--- config.mk ---
export PLATFORM = sky130hd
export DESIGN_NAME = serial_adder
export DESIGN_NICKNAME = d
export VERILOG_FILES = /design/src/rtl/serial_adder.sv
export SDC_FILE = /design/constraint.sdc
export NUM_CORES = 1
export LEC_CHECK = 0
export BUFFER_PORTS_ARGS = -buffer_cell sky130_fd_sc_hd__buf_4
export CAP_MARGIN = 20
export CORE_MARGIN = 2
export CORE_UTILIZATION = 55
export DETAILED_ROUTE_END_ITERATION = 7
export PLACE_DENSITY = 0.79
export SLEW_MARGIN = 0
export SYNTH_ARGS = -nofsm -noshare
export SYNTH_HDL_FRONTEND = slang
export SYNTH_HIERARCHICAL = 1
export SYNTH_SLANG_ARGS = --single-unit
--- constraint.sdc ---
create_clock -name clk -period 2.4 [get_ports clk]
set_clock_uncertainty 0.1 [all_clocks]
set_input_delay 0.12 -clock clk [delete_from_list [all_inputs] [get_ports clk]]
set_output_delay 0.12 -clock clk [all_outputs]
set_load 0.05 [all_outputs]
--- src/rtl/serial_adder.sv ---
// serial_adder: bit-serial ripple adder built around one fulladder cell.
// Operands are captured on an accepted start, then one bit pair per clock
// (LSB first) goes through the fulladder while the carry is held in a flop.
// Optional build macro SERIAL_ADDER_OVF_EN adds a registered signed-overflow
// output port ovf.
//
// state  | meaning
// -------+-------------------------------------------------------------
// S_IDLE | waiting for start; sum/cout hold the last result
// S_RUN  | one operand bit pair per clock through the fulladder cell

module fulladder (
  input  logic a,
  input  logic b,
  input  logic c_in,
  output logic sum,
  output logic c_out
);

  assign sum   = a ^ b ^ c_in;
  assign c_out = (a & b) | (c_in & (a ^ b));

endmodule

module serial_adder #(
  parameter int WIDTH = 8
) (
  input  logic             clk,
  input  logic             rst_n,
  input  logic             start,
  input  logic [WIDTH-1:0] a,
  input  logic [WIDTH-1:0] b,
  input  logic             cin,
  output logic             busy,
  output logic             done,
  output logic [WIDTH-1:0] sum,
  output logic             cout
`ifdef SERIAL_ADDER_OVF_EN
  , output logic           ovf
`endif
);

  localparam int CW = $clog2(WIDTH + 1);
  localparam logic [CW-1:0] LAST_BIT = CW'(WIDTH - 1);

  typedef enum logic {S_IDLE, S_RUN} state_t;

  state_t           state_q, state_d;
  logic [WIDTH-1:0] sa_q, sa_d;
  logic [WIDTH-1:0] sb_q, sb_d;
  logic [WIDTH-1:0] ps_q, ps_d;
  logic             c_q, c_d;
  logic [CW-1:0]    cnt_q, cnt_d;
  logic [WIDTH-1:0] sum_q, sum_d;
  logic             cout_q, cout_d;
  logic             done_q, done_d;

  logic fa_sum;
  logic fa_cout;

  fulladder u_fa (
    .a     (sa_q[0]),
    .b     (sb_q[0]),
    .c_in  (c_q),
    .sum   (fa_sum),
    .c_out (fa_cout)
  );

`ifdef SERIAL_ADDER_OVF_EN
  logic ovf_q, ovf_d;

  // Signed overflow: carry into the MSB (still in c_q on the last bit) vs carry out.
  always_comb begin
    ovf_d = ovf_q;
    if (state_q == S_RUN && cnt_q == LAST_BIT) begin
      ovf_d = c_q ^ fa_cout;
    end
  end

  // Overflow flag register, updated only at completion.
  always_ff @(posedge clk or negedge rst_n) begin
    if (!rst_n) begin
      ovf_q <= 1'b0;
    end else begin
      ovf_q <= ovf_d;
    end
  end

  assign ovf = ovf_q;
`endif

  // Next-state and datapath sequencing; start is only looked at in S_IDLE.
  always_comb begin
    state_d = state_q;
    sa_d    = sa_q;
    sb_d    = sb_q;
    ps_d    = ps_q;
    c_d     = c_q;
    cnt_d   = cnt_q;
    sum_d   = sum_q;
    cout_d  = cout_q;
    done_d  = 1'b0;
    case (state_q)
      S_IDLE: begin
        if (start) begin
          sa_d    = a;
          sb_d    = b;
          c_d     = cin;
          cnt_d   = '0;
          ps_d    = '0;
          state_d = S_RUN;
        end
      end
      S_RUN: begin
        ps_d  = {fa_sum, ps_q[WIDTH-1:1]};
        c_d   = fa_cout;
        sa_d  = sa_q >> 1;
        sb_d  = sb_q >> 1;
        cnt_d = cnt_q + CW'(1);
        if (cnt_q == LAST_BIT) begin
          sum_d   = {fa_sum, ps_q[WIDTH-1:1]};
          cout_d  = fa_cout;
          done_d  = 1'b1;
          state_d = S_IDLE;
        end
      end
      default: state_d = S_IDLE;
    endcase
  end

  // State, datapath and result registers; reset aborts any addition in flight.
  always_ff @(posedge clk or negedge rst_n) begin
    if (!rst_n) begin
      state_q <= S_IDLE;
      sa_q    <= '0;
      sb_q    <= '0;
      ps_q    <= '0;
      c_q     <= 1'b0;
      cnt_q   <= '0;
      sum_q   <= '0;
      cout_q  <= 1'b0;
      done_q  <= 1'b0;
    end else begin
      state_q <= state_d;
      sa_q    <= sa_d;
      sb_q    <= sb_d;
      ps_q    <= ps_d;
      c_q     <= c_d;
      cnt_q   <= cnt_d;
      sum_q   <= sum_d;
      cout_q  <= cout_d;
      done_q  <= done_d;
    end
  end

  assign busy = (state_q == S_RUN);
  assign done = done_q;
  assign sum  = sum_q;
  assign cout = cout_q;

endmodule
==> results of run 1 <==
-- where the power goes --
group | internal, mW | switching [mW]
Clock | 0.114 | 0.209
Sequential | 0.918 | 0.213
Combinational | 0.441 | 0.590
-- registers in the layout (all words and copies together), names as in the netlist --
| signal | cells |
|---|---|
| sum | 8 |
| cnt_q | 4 |
| sa_q | 8 |
| busy | 1 |
| cout | 1 |
| ps_q | 7 |
| sb_q | 8 |
| done | 1 |
| c_q | 1 |
-- repair_timing --
item,4_1_cts,5_1_grt
hold buffers,18,0
resized for setup,0,0
setup endpoints to repair,0,0
endpoints found under the hold margin,56,0
-- per-layer routing --
metal | global-route usage (%) | wire [microns]
met2 | 38.5 | 1740
met5 | 0 | 0
met1 | 24.9 | 1340
met4 | 11.4 | 93
met3 | 5.90 | 121
-- final timing paths --
| path | slack [ns] | cells past startpoint | endpoint |
|---|---|---|---|
| min | 0.12 | 2 | ps_q[5]$_DFFE_PN0P_ |
| max reg2reg | 0.88 | 2 | sum[5]$_DFFE_PN0P_ |
| max in group asynchronous | 1.70 | 2 | ps_q[6]$_DFFE_PN0P_ |
| max | 0.86 | 1 | busy |
| min in group asynchronous | 0.16 | 2 | sum[6]$_DFFE_PN0P_ |
| min reg2reg | 0.40 | 2 | sb_q[4]$_DFFE_PN0P_ |
-- through the flow --
| stage | instances | instance area (sq um) | setup WS, ns | utilization (%) |
|---|---|---|---|---|
| 2_1_floorplan | 140 | 1680 | 0.924 | - |
| 3_3_place_gp | 196 | 1910 | 0.958 | 64.2 |
| 3_5_place_dp | 196 | 1910 | 0.918 | 64.2 |
| 4_1_cts | 222 | 2140 | 0.862 | 71.9 |
| 5_1_grt | 222 | 2140 | 0.799 | 71.9 |
| 6_report | 222 | 2140 | 0.863 | 71.9 |
-- placed cells by master (no fill, tap or decap) --
| master | n |
|---|---|
| dfrtp_1 | 39 |
| buf_4 | 30 |
| nand2_1 | 22 |
| o21ai_0 | 22 |
| mux2i_1 | 18 |
| dlygate4sd3_1 | 18 |
| mux2_2 | 9 |
| nand2b_1 | 8 |
| clkbuf_4 | 5 |
| nor2_1 | 4 |
| a22o_1 | 3 |
| clkbuf_1 | 2 |
| nand4b_4 | 1 |
| inv_1 | 1 |
| xor2_1 | 1 |
| nand3_1 | 1 |
| xnor2_1 | 1 |
| ha_1 | 1 |
| clkinv_2 | 1 |
| buf_12 | 1 |
| fa_1 | 1 |
-- cell usage after synthesis, drive strengths merged --
cell,instances,area share (%)
mux2,9,6.0
inv,1,0.22
nand4b,1,1.4
o21ai,22,6.6
ha,1,0.75
mux2i,18,11
nand2,22,4.9
nand2b,8,3.0
xnor2,1,0.52
nor2,4,0.90
a22o,3,1.6
nand3,1,0.30
fa,1,1.2
dfrtp,39,58
buf,8,3.1
xor2,1,0.52
-- area by class of cell --
type	count	area, sq um	area share, %
well taps	33	41.3	1.93
multi-input cells	92	644	30.1
repair buffers	49	425	19.9
clock buffers	7	45.0	2.10
flip-flops and latches	39	976	45.6
inverters	1	3.75	0.175
clock inverters	1	5.00	0.234
-- worst reg2reg max path: cells and delay by family (launching register included) --
family,cells,cell delay (ns)
simple gates,1,0.28
mux,1,0.35
flops,1,0.67
-- cell families after synthesis --
family                   Yosys count  synth area share [%]
XOR/XNOR                           2                  1.04
multiplexers                      27                  16.8
adder cells (fa/ha/maj)            2                  1.94
AO/OA/AOI/OAI                     25                  8.13
AND/OR/NAND/NOR                   36                  10.5
flip-flops                        39                  58.2
buffers and inverters              9                  3.36
==> flow_summary_export.csv, run 1 <==
group,metric,value,unit
worst_setup_path,cp-startpoint,"busy$_DFF_PN0_",
drt,drt_iter0_drc,21,
sta,finalCriticalPeriod,1.54,ns
drt,vias_per_cell,5.41,
global_route,overflow,0,
die,core_region_area,2980,sq um
global_route,grt_start_max_net_pins,40,
yosys,yosysWarnings,6,
sta,post-route-period-util,64.0,%
worst_setup_path,path_cells,"buf_4",
clocking,clock_latency,0.35,ns
sta,report.final.hold_viol_count,0,
clocking,cts_setup_buffers,0,
die,dieHeight,59.2,microns
layout,drive_gt1_share,24.9,%
worst_setup_path,cp_data_required_time,2.18,ns
clocking,cts-root-buf,"clkbuf_4",
worst_setup_path,r2r-start,"busy$_DFF_PN0_",
sta,worstMarginPinSlew,0.497,ns
global_route,grt_pass1_wl,5520,microns
worst_setup_path,cp_slowest_cell,"dfrtp_1",
yosys,synthCells,140,
worst_setup_path,cp_num_buf_inv,1,
die,start_util,56.3,%
placed_design,portBuffers,30,
clocking,path_clk_slew,0.11,ns
drt,drt-total-wl,3300,microns
worst_hold_path,hp-class,"input pin to flop",
power,power,2.49,mW
placed_design,gp_congestion,0.730,
yosys,syn-cell-area,1680,sq um
worst_setup_path,worstPathArrival,1.32,ns
yosys,ys_ff_latch,39,
layout,antenna_cells,0,
worst_setup_path,worst-setup-path-type,"flop to output port",
sta,fmax,0.651,GHz
die,num_rows,20,
yosys,syn_avg_cell_area,12.0,sq um
clocking,cts_buffer_depth,2,
sta,holdWs,0.122,ns
die,ioPinCount,31,
sta,slew_headroom,66.9,%
clocking,cts_sinks,39,
power,powerDensity,1160,nW/um^2
worst_hold_path,hp-start,"start",
global_route,globalRouteTotalUtil,22.2,%
worst_setup_path,endpoint_kind,"output port",
global_route,grt_pass1_vias,1241,
layout,layout.nets,210,
flow_run,max_cap_viol_count,0,
power,p_leak,1.06,nW
status,status,"complete, no violations",
layout,areaGrowthSynthToFinish,27.7,%
sta,slew_viol_final,0,
clocking,h-tree-depth,2,
sta,fin_setup_tns,0,ns
yosys,ys_seq_area_share,58.2,%
drt,dr_total_vias,1200,
clocking,numCtsBuffers,5,
worst_setup_path,cp_top_family,"flip-flops",
drt,ant_nets,0,
layout,nFillCells,228,
worst_setup_path,path_max_fanout,16,
power,ir_drop,0.493,mV
yosys,syn-num-nets,162,
worst_setup_path,worstSetupStartpointType,"flop",
worst_setup_path,critPathMaxStageDelay,0.67,ns
clocking,cts_tree,"done",
sta,setup_viol,0,
sta,grt_setup_unrepaired,"no",
placed_design,hpwl,2020,microns
die,die_area,3510,sq um
drt,post-route-drc-count,0,
yosys,synth.distinct_cells,17,
drt,dr.pass1.iters,4,
drt,wl_per_cell,14.8,microns
die,die_x,59.2,microns
global_route,antenna_found_initial,0,
Power figures use the tool's default switching activity.
==> run 2, diff against run 1 <==
--- a/config.mk
+++ b/config.mk
@@ -5,12 +5,13 @@
 export SDC_FILE = /design/constraint.sdc
 export NUM_CORES = 1
 export LEC_CHECK = 0
+export ABC_AREA = 1
 export BUFFER_PORTS_ARGS = -buffer_cell sky130_fd_sc_hd__buf_4
 export CAP_MARGIN = 20
 export CORE_MARGIN = 2
-export CORE_UTILIZATION = 55
+export CORE_UTILIZATION = 48
 export DETAILED_ROUTE_END_ITERATION = 7
-export PLACE_DENSITY = 0.79
+export PLACE_DENSITY = 0.73
 export SLEW_MARGIN = 0
 export SYNTH_ARGS = -nofsm -noshare
 export SYNTH_HDL_FRONTEND = slang
==> constraint.sdc (replaced) <==
create_clock -name clk -period 1.3 [get_ports clk]
set_clock_uncertainty 0.1 [all_clocks]
set_input_delay 0.065 -clock clk [delete_from_list [all_inputs] [get_ports clk]]
set_output_delay 0.065 -clock clk [all_outputs]
set_load 0.05 [all_outputs]
==> flow_summary_export.csv, run 2 <==
group,metric,value,unit
power,p_comb_share,46.0,%
yosys,synth_xor_area_share,0,%
drt,ant_nets,0,
sta,fin_setup_tns,0,ns
worst_setup_path,endpoint_kind,"flop",
drt,vias_per_cell,4.78,
sta,setup_viol,0,
yosys,ys.flop_type,"dfrtp_1",
clocking,path_clk_slew,0.11,ns
layout,final_util,67.6,%
layout,final_common_cell,"nand2_1",
sta,post-route-period-util,98.8,%
power,power,4.91,mW
die,start_util,49.6,%
yosys,synth_top_area_share,58.9,%
layout,fin_area,2260,sq um
layout,final_cells,293,
drt,dr.pass1.iters,5,
power,p_sw,2.06,mW
placed_design,portBuffers,30,
sta,worstMarginPinSlew,0.469,ns
die,ioPinCount,31,
worst_setup_path,worst-setup-path-type,"flop to flop",
drt,wl_per_cell,11.5,microns
yosys,synthCells,184,
clocking,h-tree-depth,2,
worst_setup_path,worstSetupStartpointType,"flop",
clocking,cts-root-buf,"clkbuf_4",
global_route,grt_start_max_net_pins,40,
placed_design,hpwl,2090,microns
sta,holdWs,0.125,ns
global_route,globalRouteTotalUtil,18.7,%
sta,slew_viol_final,0,
yosys,syn_avg_cell_area,9.00,sq um
clocking,numCtsBuffers,5,
yosys,synth_edf_count,0,
sta,slew_headroom,68.8,%
clocking,cts_sinks,39,
layout,final_cell_mix,"81 x nand2_1, 38 x dfrtp_1, 37 x buf_4, 24 x nand3_1, 19 x dlygate4sd3_1",
die,dieHeight,62.7,microns
yosys,ys_top_cells_by_area,"dfrtp_1 59%, nand2_1 18%, nand3_1 7.3%",
yosys,synth_mux_area_share,0,%
worst_setup_path,path_max_fanout,2,
power,ir_drop,0.978,mV
power,powerDensity,2170,nW/um^2
power,seq_power_share,40.0,%
status,status,"complete, no violations",
yosys,syn-num-nets,206,
yosys,ys_seq_area_share,58.9,%
layout,drive_gt1_share,22.7,%
global_route,antenna_found_initial,0,
yosys,synthArstFlopShare,100,%
power,p_leak,1.20,nW
clocking,cts_tree,"done",
clocking,clock_latency,0.34,ns
layout,layout.nets,268,
die,die_area,3940,sq um
flow_run,max_cap_viol_count,0,
yosys,ys_ff_latch,39,
drt,post-route-drc-count,0,
sta,report.final.hold_viol_count,0,
placed_design,dpl.cell_count,262,
sta,finalCriticalPeriod,1.28,ns
yosys,synthAdderAreaFrac,1.96,%
power,p_int,2.85,mW
yosys,yosys.area_share.simple,28.9,%
worst_setup_path,cp_data_required_time,1.48,ns
yosys,yosys.area.top_type,"dfrtp_1",
placed_design,dp_slack,0.0347,ns
global_route,grt_pass1_vias,1325,
global_route,grt_pass1_wl,5710,microns
sta,fmax,0.779,GHz
die,core_region_area,3340,sq um
yosys,synth_compound_area_share,3.85,%
power,p_clk_share,14.0,%
yosys,synth.distinct_cells,21,
die,die_x,62.7,microns
drt,drt_iter0_drc,66,
yosys,synth_common_cells,"81 x nand2_1, 39 x dfrtp_1, 24 x nand3_1, 13 x inv_1, 5 x o22ai_1",
sta,grt_setup_unrepaired,"yes",
die,num_rows,21,
drt,drt-total-wl,3370,microns
layout,areaGrowthSynthToFinish,36.3,%
global_route,overflow,0,
worst_setup_path,worstPathArrival,1.47,ns
placed_design,place_area,1950,sq um
yosys,syn-cell-area,1660,sq um
worst_hold_path,hp-class,"input pin to asynchronous set/reset pin",
drt,dr_total_vias,1400,
placed_design,gp_congestion,0.756,
power,swShare,42.0,%
sta,final.setup.worst_slack,0.0157,ns
yosys,yosysWarnings,6,
yosys,yosysMostFrequentCell,"nand2_1",
layout,antenna_cells,0,
clocking,cts_buffer_depth,2,
yosys,synth_top_family_by_area,"simple AND/OR/NAND/NOR gates",
[run 2: cell types whose count changed after synthesis, moves of 3 or more]
| cell | delta |
|---|---|
| o22ai_1 | +5 |
| mux2_2 | -9 |
| nand2b_1 | -8 |
| mux2i_1 | -18 |
| inv_1 | +12 |
| nand3_1 | +23 |
| buf_4 | -4 |
| nand2_1 | +59 |
| o21ai_0 | -20 |
| a22o_1 | -3 |
[run 2: area by class of cell]
type / count / area [sq um]
Inverter: 16 / 65.1
Multi-Input combinational cell: 125 / 583
Fill cell: 261 / 1080
Tap cell: 46 / 57.6
Sequential cell: 39 / 977
Clock buffer: 8 / 68.8
Timing Repair Buffer: 59 / 505
[run 2: critical path, stage by stage, from the launching register on]
cell     delay (ns)
dfrtp_1        0.42
fa_1           0.56
nand3_1        0.08
nand2_1        0.07
[run 2: path summary, 6_finish.rpt]
kind,start,end,slack (ns),cells past startpoint
worst max-delay path,sa_q[0]$_DFFE_PN0P_,sum[7]$_DFFE_PN0P_,0.02,3
worst min-delay path,rst_n,cnt_q[2]$_DFFE_PN0P_,0.12,2
worst max register to register,sa_q[0]$_DFFE_PN0P_,sum[7]$_DFFE_PN0P_,0.02,3
worst min register to register,sum[1]$_DFFE_PN0P_,sum[1]$_DFFE_PN0P_,0.38,2
max in group asynchronous,rst_n,busy$_DFF_PN0_,0.64,2
min in group clk,b[3],sb_q[3]$_DFFE_PN0P_,0.37,4
[run 2: layer usage]
metal  up-vias  routed length, microns  GRT usage [%]
met4         0                      34           7.50
met1       656                    1470           23.4
met3         4                     137           4.32
li1        705                       -              -
met5         -                       0              0
met2        35                    1730           31.3
[run 2: logic make-up (layout without fill, tap and decap cells)]
| family | Yosys count | count (layout) |
|---|---|---|
| simple gates | 111 | 112 |
| flops | 39 | 39 |
| buf+inv | 21 | 83 |
| compound gates | 11 | 11 |
| fa+ha+maj | 2 | 2 |
[run 2: power groups by stage]
stage | clock network (mW) | registers [mW] | logic [mW]
5_1_grt | 0.775 | 2.02 | 2.47
6_report | 0.686 | 1.96 | 2.26
4_1_cts | 0.708 | 1.96 | 2.17
2_1_floorplan | 0 | 2.40 | 1.06
3_3_place_gp | 0 | 1.98 | 2.03
3_5_place_dp | 0 | 1.99 | 2.07
[run 2: what timing repair did]
| action | in CTS | in global routing |
|---|---|---|
| setup buffers | 1 | 2 |
| setup endpoints to repair | 2 | 33 |
| hold buffers | 19 | 0 |
| pin swaps | 0 | 1 |
| gates cloned | 0 | 1 |
| gates resized for setup | 1 | 5 |
| hold endpoints to repair | 58 | 0 |
==> run 3, diff against run 2 <==
==> constraint.sdc (replaced) <==
create_clock -name clk -period 1.3 [get_ports clk]
set_clock_uncertainty 0.1 [all_clocks]
set_input_delay 0.13 -clock clk [delete_from_list [all_inputs] [get_ports clk]]
set_output_delay 0.13 -clock clk [all_outputs]
set_load 0.05 [all_outputs]
==> flow_summary_export.csv, run 3 (same netlist as run 2, synthesis figures left out) <==
group,metric,value,unit
die,dieHeight,62.7,microns
drt,post-route-drc-count,0,
sta,setup_viol,1,
worst_setup_path,cp_data_required_time,1.07,ns
clocking,clock_latency,0.35,ns
drt,vias_per_cell,4.81,
status,violations,"setup timing",
worst_setup_path,cp-startpoint,"busy$_DFF_PN0_",
sta,final.setup.worst_slack,-0.0319,ns
drt,dr.pass1.iters,4,
worst_hold_path,hp-class,"input pin to asynchronous set/reset pin",
placed_design,dp_slack,0.0347,ns
sta,grt_setup_unrepaired,"yes",
sta,finalCriticalPeriod,1.33,ns
layout,antenna_cells,0,
clocking,cts_tree,"done",
drt,wl_per_cell,11.6,microns
drt,ant_nets,0,
placed_design,dpl.cell_count,262,
worst_setup_path,worstSetupStartpointType,"flop",
worst_setup_path,cp_top_family,"flip-flops",
worst_setup_path,crit_cells,2,
status,status,"finished, violations left",
global_route,grt_most_used_layer,"met2",
drt,drt-total-wl,3390,microns
layout,final_cells,293,
layout,areaGrowthSynthToFinish,36.2,%
placed_design,portBuffers,30,
clocking,path_clk_slew,0.11,ns
worst_setup_path,worst-setup-path-type,"flop to output port",
flow_run,max_cap_viol_count,0,
worst_setup_path,worstPathArrival,1.10,ns
worst_setup_path,path_cells,"buf_6 -> buf_8",
sta,fin_setup_tns,-0.0319,ns
layout,drive_gt1_share,22.7,%
global_route,antenna_found_initial,0,
worst_setup_path,critPathMaxStageDelay,0.46,ns
worst_setup_path,r2r_slack,0.01,ns
die,start_util,49.6,%
power,powerDensity,2180,nW/um^2
layout,layout.nets,268,
global_route,groute.layer.met1.usage,22.6,%
global_route,globalRouteTotalUtil,18.9,%
global_route,grt_start_max_net_pins,40,
layout,final_common_cell,"nand2_1",
worst_setup_path,cp_slowest_cell,"dfrtp_2",
sta,holdWs,0.180,ns
sta,slew_headroom,68.7,%
worst_setup_path,crit_path_end,"busy",
placed_design,gp_congestion,0.756,
die,num_rows,21,
worst_setup_path,worstReg2RegEnd,"sum[7]$_DFFE_PN0P_",
sta,post-route-period-util,102,%
sta,report.final.hold_viol_count,0,
clocking,cts-root-buf,"clkbuf_4",
die,die_x,62.7,microns
clocking,h-tree-depth,2,
global_route,overflow,0,
global_route,met3_usage,4.68,%
global_route,grtUsageMet2,31.9,%
layout,final_cell_mix,"81 x nand2_1, 38 x dfrtp_1, 38 x buf_4, 24 x nand3_1, 19 x dlygate4sd3_1",
clocking,cts_sinks,39,
power,p_leak,1.19,nW
die,core_region_area,3340,sq um
drt,dr_total_vias,1409,
worst_setup_path,path_max_fanout,4,
clocking,cts_buffer_depth,2,
power,ir_drop,1.03,mV
global_route,grt_pass1_vias,1374,
sta,fmax,0.751,GHz
worst_setup_path,endpoint_kind,"output port",
die,die_area,3940,sq um
worst_setup_path,cp_num_buf_inv,2,
drt,drt_iter0_drc,84,
die,ioPinCount,31,
worst_setup_path,r2r-start,"sa_q[0]$_DFFE_PN0P_",
sta,slew_viol_final,0,
placed_design,hpwl,2090,microns
global_route,grt_pass1_wl,5780,microns
worst_setup_path,r2r_cells,3,
sta,worstMarginPinSlew,0.469,ns
clocking,numCtsBuffers,5,
-- run 3: per-stage QoR --
stage / power [mW] / util, % / cell area (sq um)
floorplan: 3.46 / - / 1660
global placement: 4.01 / 58.4 / 1950
detailed placement: 4.06 / 58.4 / 1950
CTS: 4.87 / 66.8 / 2230
global route: 5.26 / 67.6 / 2260
finish: 4.92 / 67.6 / 2260
-- run 3: power by group --
part / total, mW / switching [mW] / internal (mW)
Sequential: 1.96 / 0.279 / 1.68
Combinational: 2.27 / 1.42 / 0.844
Clock: 0.694 / 0.376 / 0.318
Total: 4.92 / 2.08 / 2.84
-- run 3: worst register-to-register path, cell delays in order, from the launching register on --
cell	delay (ns)
dfrtp_1	0.43
fa_1	0.56
nand3_1	0.08
nand2_1	0.06
-- run 3: cell type report --
class / instances / area, sq um
multi-input cells: 125 / 583
clock buffers: 8 / 68.8
repair buffers: 59 / 502
well taps: 46 / 57.6
fillers: 257 / 1080
inverters: 16 / 67.6
flip-flops and latches: 39 / 977
-- run 3: worst min-delay path by stage --
stage	start	end	cells past startpoint
after floorplan	rst_n	busy$_DFF_PN0_	0
after global placement	rst_n	done$_DFF_PN0_	1
after detailed placement	rst_n	sum[0]$_DFFE_PN0P_	1
after CTS	rst_n	sum[0]$_DFFE_PN0P_	2
after global routing	rst_n	sum[3]$_DFFE_PN0P_	2
final	rst_n	cnt_q[2]$_DFFE_PN0P_	2
-- run 3: what timing repair did --
action | CTS | global route
setup endpoints to repair | 2 | 31
hold endpoints to repair | 57 | 0
gates resized for setup | 4 | 2
hold buffers | 19 | 0
setup buffers | 2 | 2
pin swaps | 0 | 1
gates cloned | 0 | 1
-- run 3: per-layer routing --
layer | up-vias | routed length, microns
met5 | - | 0
met4 | 0 | 71
met1 | 650 | 1460
met3 | 8 | 164
met2 | 46 | 1690
li1 | 705 | -
